--- config.mk ---
export PLATFORM = sky130hd
export DESIGN_NAME = cache_demux_ahb
export DESIGN_NICKNAME = d
export VERILOG_FILES = /design/src/rtl/cache_ahb_pkg.sv /design/src/rtl/cache_ahb_default_slave.sv /design/src/rtl/cache_demux_ahb.sv
export SDC_FILE = /design/constraint.sdc
export NUM_CORES = 1
export LEC_CHECK = 0
export CORE_AREA = 2 2 102 104
export CTS_CLUSTER_DIAMETER = 120
export DETAILED_ROUTE_END_ITERATION = 10
export DIE_AREA = 0 0 104 106
export GPL_TIMING_DRIVEN = 1
export PLACE_DENSITY = 0.7
export RECOVER_POWER = 50
export SKIP_CTS_REPAIR_TIMING = 1
export SLEW_MARGIN = 10
export SYNTH_ARGS = -nofsm -noshare
export SYNTH_HDL_FRONTEND = slang
export SYNTH_SLANG_ARGS = --single-unit
--- constraint.sdc ---
create_clock -name i_hclk -period 2.2 [get_ports i_hclk]
set_clock_uncertainty 0.1 [all_clocks]
set_input_delay 0.22 -clock i_hclk [delete_from_list [all_inputs] [get_ports i_hclk]]
set_output_delay 0.22 -clock i_hclk [all_outputs]
set_load 0.02 [all_outputs]
--- src/rtl/cache_ahb_pkg.sv ---
// rtl/cache_ahb_pkg.sv - shared AHB-Lite types and helpers for the cache bus fabric
// Purpose : transfer-type and data-phase-owner enums, response codes and an
//           address-region match helper used by the cache AHB decoder.
// Ports   : none (package).
package cache_ahb_pkg;

  typedef enum logic [1:0] {
    IDLE   = 2'b00,
    BUSY   = 2'b01,
    NONSEQ = 2'b10,
    SEQ    = 2'b11
  } htrans_t;

  localparam logic HRESP_OKAY  = 1'b0;
  localparam logic HRESP_ERROR = 1'b1;

  // Owner of the data phase currently on the bus.
  typedef enum logic [1:0] {
    NONE = 2'b00,
    S0   = 2'b01,
    S1   = 2'b10,
    DEF  = 2'b11
  } dsel_t;

  function automatic logic addr_hit(input logic [31:0] addr,
                                    input logic [31:0] base,
                                    input logic [31:0] mask);
    return (addr & mask) == base;
  endfunction

endpackage

--- src/rtl/cache_ahb_default_slave.sv ---
// rtl/cache_ahb_default_slave.sv - built-in default slave returning a two-cycle ERROR
// Purpose : answers unmapped active transfers with ERROR (hready low, then high).
// Ports   : i_hclk, i_hreset (sync, active-high)
//           i_sel    - an unmapped active transfer is in its address phase
//           i_ready  - bus HREADY (address phase accepted when high)
//           o_hready - default-slave HREADYOUT
//           o_hresp  - default-slave HRESP
module cache_ahb_default_slave
  import cache_ahb_pkg::*;
(
  input  logic i_hclk,
  input  logic i_hreset,
  input  logic i_sel,
  input  logic i_ready,
  output logic o_hready,
  output logic o_hresp
);

  typedef enum logic [1:0] {
    ST_IDLE = 2'b00,
    ST_ERR1 = 2'b01,
    ST_ERR2 = 2'b10
  } err_state_t;

  err_state_t state_q;
  err_state_t state_d;

  always_ff @(posedge i_hclk) begin
    if (i_hreset) begin
      state_q <= ST_IDLE;
    end else begin
      state_q <= state_d;
    end
  end

  always_comb begin
    state_d = state_q;
    case (state_q)
      ST_IDLE: if (i_ready && i_sel) state_d = ST_ERR1;
      ST_ERR1: state_d = ST_ERR2;
      // ERR2 completes the response; a new unmapped transfer accepted on
      // this same edge starts its own ERROR immediately.
      ST_ERR2: state_d = (i_ready && i_sel) ? ST_ERR1 : ST_IDLE;
      default: state_d = ST_IDLE;
    endcase
  end

  always_comb begin
    o_hready = 1'b1;
    o_hresp  = HRESP_OKAY;
    case (state_q)
      ST_ERR1: begin
        o_hready = 1'b0;
        o_hresp  = HRESP_ERROR;
      end
      ST_ERR2: begin
        o_hready = 1'b1;
        o_hresp  = HRESP_ERROR;
      end
      default: begin
        o_hready = 1'b1;
        o_hresp  = HRESP_OKAY;
      end
    endcase
  end

endmodule

--- src/rtl/cache_demux_ahb.sv ---
// rtl/cache_demux_ahb.sv - AHB-Lite decoder and response mux, one master to two slaves
// Purpose : decodes the master address phase to S0 (cache/memory) or S1
//           (bypass/peripheral), tracks the data-phase owner and muxes the
//           owning slave's response back; unmapped active transfers get ERROR.
// Ports   : i_hclk, i_hreset (sync, active-high)
//           i_h*            - master address/control/write data, i_hready_i bus HREADY
//           o_hready_o/o_hresp/o_hrdata - selected response to master
//           o_hsel0/o_hsel1 - per-slave selects
//           o_h*            - broadcast address/control/write data to both slaves
//           i_hready{0,1}_o/i_hresp{0,1}/i_hrdata{0,1} - slave responses
module cache_demux_ahb
  import cache_ahb_pkg::*;
#(
  parameter logic [31:0] S0_BASE = 32'h0000_0000,
  parameter logic [31:0] S0_MASK = 32'hF000_0000,
  parameter logic [31:0] S1_BASE = 32'h2000_0000,
  parameter logic [31:0] S1_MASK = 32'hF000_0000
) (
  input  logic        i_hclk,
  input  logic        i_hreset,
  input  logic        i_hsel,
  input  logic [31:0] i_haddr,
  input  logic        i_hwrite,
  input  logic [2:0]  i_hsize,
  input  logic [2:0]  i_hburst,
  input  logic [3:0]  i_hprot,
  input  logic [1:0]  i_htrans,
  input  logic        i_hmastlock,
  input  logic [31:0] i_hwdata,
  input  logic        i_hready_i,
  output logic        o_hready_o,
  output logic        o_hresp,
  output logic [31:0] o_hrdata,
  output logic        o_hsel0,
  output logic        o_hsel1,
  output logic [31:0] o_haddr,
  output logic        o_hwrite,
  output logic [2:0]  o_hsize,
  output logic [2:0]  o_hburst,
  output logic [3:0]  o_hprot,
  output logic [1:0]  o_htrans,
  output logic        o_hmastlock,
  output logic [31:0] o_hwdata,
  output logic        o_hready_i,
  input  logic        i_hready0_o,
  input  logic        i_hresp0,
  input  logic [31:0] i_hrdata0,
  input  logic        i_hready1_o,
  input  logic        i_hresp1,
  input  logic [31:0] i_hrdata1
);

  logic  hit0;
  logic  hit1;
  logic  miss;
  logic  def_sel;
  logic  def_hready;
  logic  def_hresp;
  dsel_t dsel;

  // S0 takes priority where the two regions overlap.
  assign hit0 = addr_hit(i_haddr, S0_BASE, S0_MASK);
  assign hit1 = addr_hit(i_haddr, S1_BASE, S1_MASK) & ~hit0;
  assign miss = ~hit0 & ~hit1;

  assign o_hsel0 = i_hsel & hit0;
  assign o_hsel1 = i_hsel & hit1;

  // htrans[1] set means NONSEQ or SEQ; IDLE/BUSY to a hole are answered OKAY.
  assign def_sel = i_hsel & miss & i_htrans[1];

  assign o_haddr     = i_haddr;
  assign o_hwrite    = i_hwrite;
  assign o_hsize     = i_hsize;
  assign o_hburst    = i_hburst;
  assign o_hprot     = i_hprot;
  assign o_htrans    = i_htrans;
  assign o_hmastlock = i_hmastlock;
  assign o_hwdata    = i_hwdata;
  assign o_hready_i  = i_hready_i;

  // The owner only moves when the current data phase completes, so an
  // address phase to another slave can pipeline under a stalled one.
  always_ff @(posedge i_hclk) begin
    if (i_hreset) begin
      dsel <= NONE;
    end else if (i_hready_i) begin
      if (o_hsel0) begin
        dsel <= S0;
      end else if (o_hsel1) begin
        dsel <= S1;
      end else if (def_sel) begin
        dsel <= DEF;
      end else begin
        dsel <= NONE;
      end
    end
  end

  cache_ahb_default_slave u_default_slave (
    .i_hclk   (i_hclk),
    .i_hreset (i_hreset),
    .i_sel    (def_sel),
    .i_ready  (i_hready_i),
    .o_hready (def_hready),
    .o_hresp  (def_hresp)
  );

  always_comb begin
    o_hready_o = 1'b1;
    o_hresp    = HRESP_OKAY;
    o_hrdata   = 32'h0;
    case (dsel)
      S0: begin
        o_hready_o = i_hready0_o;
        o_hresp    = i_hresp0;
        o_hrdata   = i_hrdata0;
      end
      S1: begin
        o_hready_o = i_hready1_o;
        o_hresp    = i_hresp1;
        o_hrdata   = i_hrdata1;
      end
      DEF: begin
        o_hready_o = def_hready;
        o_hresp    = def_hresp;
        o_hrdata   = 32'h0;
      end
      default: begin
        o_hready_o = 1'b1;
        o_hresp    = HRESP_OKAY;
        o_hrdata   = 32'h0;
      end
    endcase
  end

endmodule

== Yosys cells after proc, flatten, opt, wreduce, memory -nomap -nowiden ==
Cells that the tools add are included.

* Bits in registers: 4
* Input port bits: 150
* Output and inout bits: 115
* Logic and storage cells: 32

* Equal/unequal tests: 7
* Muxes and demuxes: 11
* Bitwise operators: 8
* Reductions and logical operators: 4

{| class="wikitable"
|+ Operators with widths
! cell !! number
|-
| $pmux W32 S2 || 1
|-
| $logic_not A32 Y1 || 1
|-
| $mux W2 || 4
|-
| $and A1 B1 Y1 || 6
|-
| $eq A2 B2 Y1 const B || 3
|-
| $pmux W1 S3 || 2
|-
| $pmux W2 S3 || 1
|-
| $eq A2 B1 Y1 const B || 2
|-
| $eq A4 B2 Y1 const B || 1
|-
| $mux W1 || 3
|-
| $logic_not A2 Y1 || 1
|-
| $ne A2 B1 Y1 const B || 1
|-
| $not A1 Y1 || 2
|-
| $reduce_or A2 Y1 || 1
|-
| $logic_and A1 B1 Y1 || 1
|}

== Depth between registers and ports, before layout ==
Gate-level depths: netlist of run 1.

* Depth after elaboration: 10
* Mapped depth: 6
* Mapped depth without buffers: 5

== Hierarchy ==
A second synthesis of run 1 with hierarchy kept.

* Cells, all modules: 196
* Area, all modules: 1460.2 sq um

{| class="wikitable"
|+ Modules (own cells, without submodules)
! module !! instances !! cells each !! area an instance (sq um) !! sequential area each (sq um)
|-
| cache_demux_ahb || 1 || 178 || 1296.2 || 40.0
|-
| cache_ahb_default_slave || 1 || 18 || 163.9 || 40.0
|}

== Worst setup path before layout of run 1 ==
OpenSTA, ideal clock, no wires.

* Path kind: register -> output
* Start point: register dsel[0]
* End point: output port o_hresp
* Arrival: 1361 ps
* Data required time: 1880 ps
* Slack: 519 ps
* Cell stages (with the launch flop): 7
* Path buffers: 2
* Cell sequence: dfxtp_1 inv_1 ha_1 clkbuf_1 buf_2 a222oi_1 nor2_1

* Word-level cells in the longest chain between the ends: 2
* Elaborated cells between the ends (all ways): 4
* Classes of those cells: eq/ne: 3; mux: 1

{| class="wikitable"
|+ RTL lines
! item !! RTL line !! text
|-
| start, declared || cache_demux_ahb.sv:59 || <nowiki>dsel_t dsel;</nowiki>
|-
| start signal, assigned || cache_demux_ahb.sv:86 || <nowiki>dsel <= NONE;</nowiki>
|-
| start signal, assigned || cache_demux_ahb.sv:89 || <nowiki>dsel <= S0;</nowiki>
|-
| start signal, assigned || cache_demux_ahb.sv:91 || <nowiki>dsel <= S1;</nowiki>
|-
| $eq A2 B2 Y1 / $eq A2 B1 Y1 (equally long branches) || cache_demux_ahb.sv:113 || <nowiki>case (dsel)</nowiki>
|-
| $pmux W1 S3 (*) || cache_demux_ahb.sv:113 ||
|-
| end, declared || cache_demux_ahb.sv:32 || <nowiki>output logic o_hresp,</nowiki>
|}

Every way passes the cells marked *; elsewhere a longest branch is shown, timed or not.

== Final worst setup path of run 1 ==
* Start point: input port i_haddr[28]
* End point: output port o_hsel1

* Word-level cells in the longest chain between the ends: 4
* Elaborated cells between the ends (all ways): 5
* Classes of those cells: eq/ne: 1; bitwise: 3; reduce/logical: 1

{| class="wikitable"
|+ RTL lines
! item !! RTL line !! text
|-
| start, declared || cache_demux_ahb.sv:22 || <nowiki>input logic [31:0] i_haddr,</nowiki>
|-
| $logic_not A32 Y1 || cache_ahb_pkg.sv:28 || <nowiki>return (addr & mask) == base;</nowiki>
|-
| $not A1 Y1 || cache_demux_ahb.sv:63 || <nowiki>assign hit1 = addr_hit(i_haddr, S1_BASE, S1_MASK) & ~hit0;</nowiki>
|-
| $and A1 B1 Y1 (*) || cache_demux_ahb.sv:63 ||
|-
| $and A1 B1 Y1 (*) || cache_demux_ahb.sv:67 || <nowiki>assign o_hsel1 = i_hsel & hit1;</nowiki>
|-
| end, declared || cache_demux_ahb.sv:35 || <nowiki>output logic o_hsel1,</nowiki>
|}

Marked as above.

==> results of run 1 <==
[cells by family (layout without fill, tap and decap cells)]
family / count (synthesis) / in the layout / share of synthesized area, %
adder cells (fa/ha/maj): 9 / 9 / 7.63
flip-flops: 4 / 4 / 5.42
AND/OR/NAND/NOR: 46 / 46 / 20.4
AO/OA/AOI/OAI: 41 / 41 / 20.6
buffers and inverters: 97 / 135 / 45.3
other: 0 / 1 / 0
multiplexers: 1 / 1 / 0.678
[Yosys cell counts, types with 2 or more instances]
library cell and count:
clkbuf_1 5, nand2b_1 4, a22oi_1 32, inv_1 7
dfxtp_1 4, buf_2 6, buf_4 79, ha_1 9
a21oi_1 3, nor2b_1 32, nor2_1 2
[state kept, by name, summed over array words and instances (netlist names)]
name and cells:
dsel 2, u_default_slave.state_q 2
[cells in the final DEF (no fill, tap or decap), types with 2 or more instances in the layout]
cell | Yosys | final
nor2b_1 | 32 | 32
a21oi_1 | 3 | 3
nor2_1 | 2 | 2
dfxtp_1 | 4 | 4
clkdlybuf4s50_1 | 0 | 83
buf_4 | 79 | 5
buf_12 | 0 | 3
clkbuf_8 | 0 | 3
ha_1 | 9 | 9
inv_1 | 7 | 7
dlymetal6s2s_1 | 0 | 34
a22oi_1 | 32 | 32
nand2b_1 | 4 | 4
[worst reg2reg max path: cells and delay by family, from the launching register on]
| kind | cells | cell delay (ns) |
|---|---|---|
| buffers and inverters | 2 | 0.16 |
| flip-flops | 1 | 0.34 |
| AO/OA/AOI/OAI | 2 | 0.50 |
| adder cells (fa/ha/maj) | 1 | 0.19 |
[metal layers]
metal / routed length [um] / part of all wire (%) / global-route usage, % / up-vias
met2: 3030 / 51 / 17.6 / 103
met1: 2040 / 34 / 9.77 / 653
met5: 0 / 0 / 0 / -
li1: - / - / - / 668
met3: 672 / 11 / 4.72 / 24
met4: 221 / 3.7 / 4.34 / 0
[layout make-up]
cell class | instances | share of cell area (%)
multi-input combinational | 97 | 30.3
timing repair buffer | 125 | 56.4
clock buffer | 3 | 1.72
antenna | 1 | 0.104
inverter | 7 | 1.09
tap | 136 | 7.08
sequential | 4 | 3.33
[worst paths after layout]
path | start | to | slack [ns] | cells after the start
setup / recovery | i_haddr[28] | o_hsel1 | 0.08 | 4
hold / removal | i_haddr[11] | o_haddr[11] | 0.34 | 0
setup reg to reg | u_default_slave.state_q[1]$_SDFFE_PP0P_ | u_default_slave.state_q[0]$_SDFFE_PP0P_ | 0.85 | 5
hold reg to reg | u_default_slave.state_q[1]$_SDFFE_PP0P_ | u_default_slave.state_q[1]$_SDFFE_PP0P_ | 0.43 | 2
[metrics by stage]
step	setup TNS [ns]	power [mW]	hold slack (ns)
final	0	0.575	0.340
after global routing	0	0.613	0.340
after CTS	-3.94	0.589	0.340
after detailed placement	0	0.431	0.340
after global placement	0	0.429	0.340
after floorplan	0	0.403	0.189
[power by group through the flow]
| stage | Sequential, mW | Clock [mW] | Combinational (mW) |
|---|---|---|---|
| after floorplan | 0.0799 | 0 | 0.323 |
| after global placement | 0.0807 | 0 | 0.349 |
| after detailed placement | 0.0810 | 0 | 0.350 |
| after CTS | 0.0800 | 0.156 | 0.353 |
| after global routing | 0.0805 | 0.163 | 0.369 |
| final | 0.0800 | 0.152 | 0.343 |
==> flow_metrics.env, run 1 <==
export IMPL_setup_violations=0
export IMPL_detailedPlacementHpwl_mm=5.07
export IMPL_dp_slack_ns=0.0242
export IMPL_synth_top_area_cell="buf_4"
export IMPL_dp_cells=369
export IMPL_crit_top_cell="clkdlybuf4s50_1"
export IMPL_cts_root_buf="clkbuf_8"
export IMPL_synth_edff_count=0
export IMPL_max_freq_mhz=473
export IMPL_critPathTopFamily="buffers and inverters"
export IMPL_final_util_pct=24.0
export IMPL_die_y_um=106
export IMPL_num_rows=37
export IMPL_switching_share_pct=29.3
export IMPL_io_pins=265
export IMPL_cts_tree="built"
export IMPL_clock_sinks=4
export IMPL_synthCells=198
export IMPL_stdcell_area_um2=2400
export IMPL_cts_buffers=3
export IMPL_p_comb_share_pct=59.7
export IMPL_gp_congestion=0.690
export IMPL_hold_viol_final=0
export IMPL_worstPathArrival_ns=1.80
export IMPL_crit_buf_inv=2
export IMPL_grtUsageTotal_pct=9.86
export IMPL_placement_io_buffers=118
export IMPL_ys_warn_count=0
export IMPL_syn_nets=357
export IMPL_synth_area_top_cells="buf_4 40%, a22oi_1 16%, nor2b_1 14%, ha_1 7.6%, dfxtp_1 5.4%"
export IMPL_final_setup_worst_slack_ns=0.0848
export IMPL_post_route_drc_count=0
export IMPL_peakVddDrop_v=0.000140
export IMPL_critPathRequiredTime_ns=1.88
export IMPL_multi_input_area_um2=728
export IMPL_worst_pin_slew_ns=0.475
export IMPL_grt_remaining_overflow=0
export IMPL_vias_per_cell=3.88
export IMPL_slew_headroom_pct=68.1
export IMPL_clockPowerShare_pct=26.4
export IMPL_start_util_pct=14.8
export IMPL_grt_max_degree=21
export IMPL_power_leakage_nw=1.37
export IMPL_clk_latency_ns=0.21
export IMPL_final_max_slew_viol_count=0
export IMPL_grt_pass1_wl_mm=8.57
export IMPL_die_x_um=104
export IMPL_wl_mm=5.97
export IMPL_crit_type="primary input to primary output"
export IMPL_rsz0062_at_grt="no"
export IMPL_layout_drive_gt1_share_pct=5.93
export IMPL_p_int_uw=407
export IMPL_vias=1448
export IMPL_fin_crit_ns=2.12
export IMPL_async_reset_ff_share_pct=0
export IMPL_fin_nets=397
export IMPL_synth_distinct_cells=26
export IMPL_slowest_delay_ns=0.60
export IMPL_seq_power_share_pct=13.9
export IMPL_syn_cell_area_um2=1480
export IMPL_ys_seq_area_share_pct=5.42
export IMPL_core_um2=10000
export IMPL_drt_iter0_drc=51
export IMPL_cellPowerDensity_nw_per_um2=239
export IMPL_wl_per_cell_um=16.0
export IMPL_critPathLaunchType="primary input"
export IMPL_end_kind="primary output"
export IMPL_ant_nets=0
export IMPL_fillers=1110
export IMPL_path_cells="clkdlybuf4s50_1, nor4b_4, and2_1, clkdlybuf4s50_1"
export IMPL_dr_pass1_iters=4
export IMPL_yosysTopAreaCellShare_pct=40.2
export IMPL_grt_pass1_vias=1528
export IMPL_regArea_um2=80.1
export IMPL_fin_crit_sh_pct=96.1
export IMPL_crit_slowest_cell="clkdlybuf4s50_1"
export IMPL_max_cap_violations=0
export IMPL_instances_no_fill=373
export IMPL_synth_seq_cells=4
export IMPL_antenna_found_initial=1
export IMPL_avgSynthCellArea_um2=7.46
export IMPL_synthToLayoutAreaGrowth_pct=62.7
export IMPL_synthFlopType="dfxtp_1"
export IMPL_cts_buffer_depth=2
export IMPL_min_path_type="primary input to primary output"
export IMPL_status="finished clean"
export IMPL_die_area_um2=11000
export IMPL_net_switching_power_uw=169
export IMPL_cts_htree_levels=1
export IMPL_critical_path_max_fanout=3
export IMPL_dpl_cell_area_um2=2270
No activity file was read; power rests on OpenSTA's default activity.
==> run 2, diff against run 1 <==
--- a/config.mk
+++ b/config.mk
@@ -9,7 +9,6 @@
 export CTS_CLUSTER_DIAMETER = 120
 export DETAILED_ROUTE_END_ITERATION = 10
 export DIE_AREA = 0 0 104 106
-export GPL_TIMING_DRIVEN = 1
 export PLACE_DENSITY = 0.7
 export RECOVER_POWER = 50
 export SKIP_CTS_REPAIR_TIMING = 1
==> results of run 2 <==
The final DEF is identical to that of run 1; final timing and power are the same.
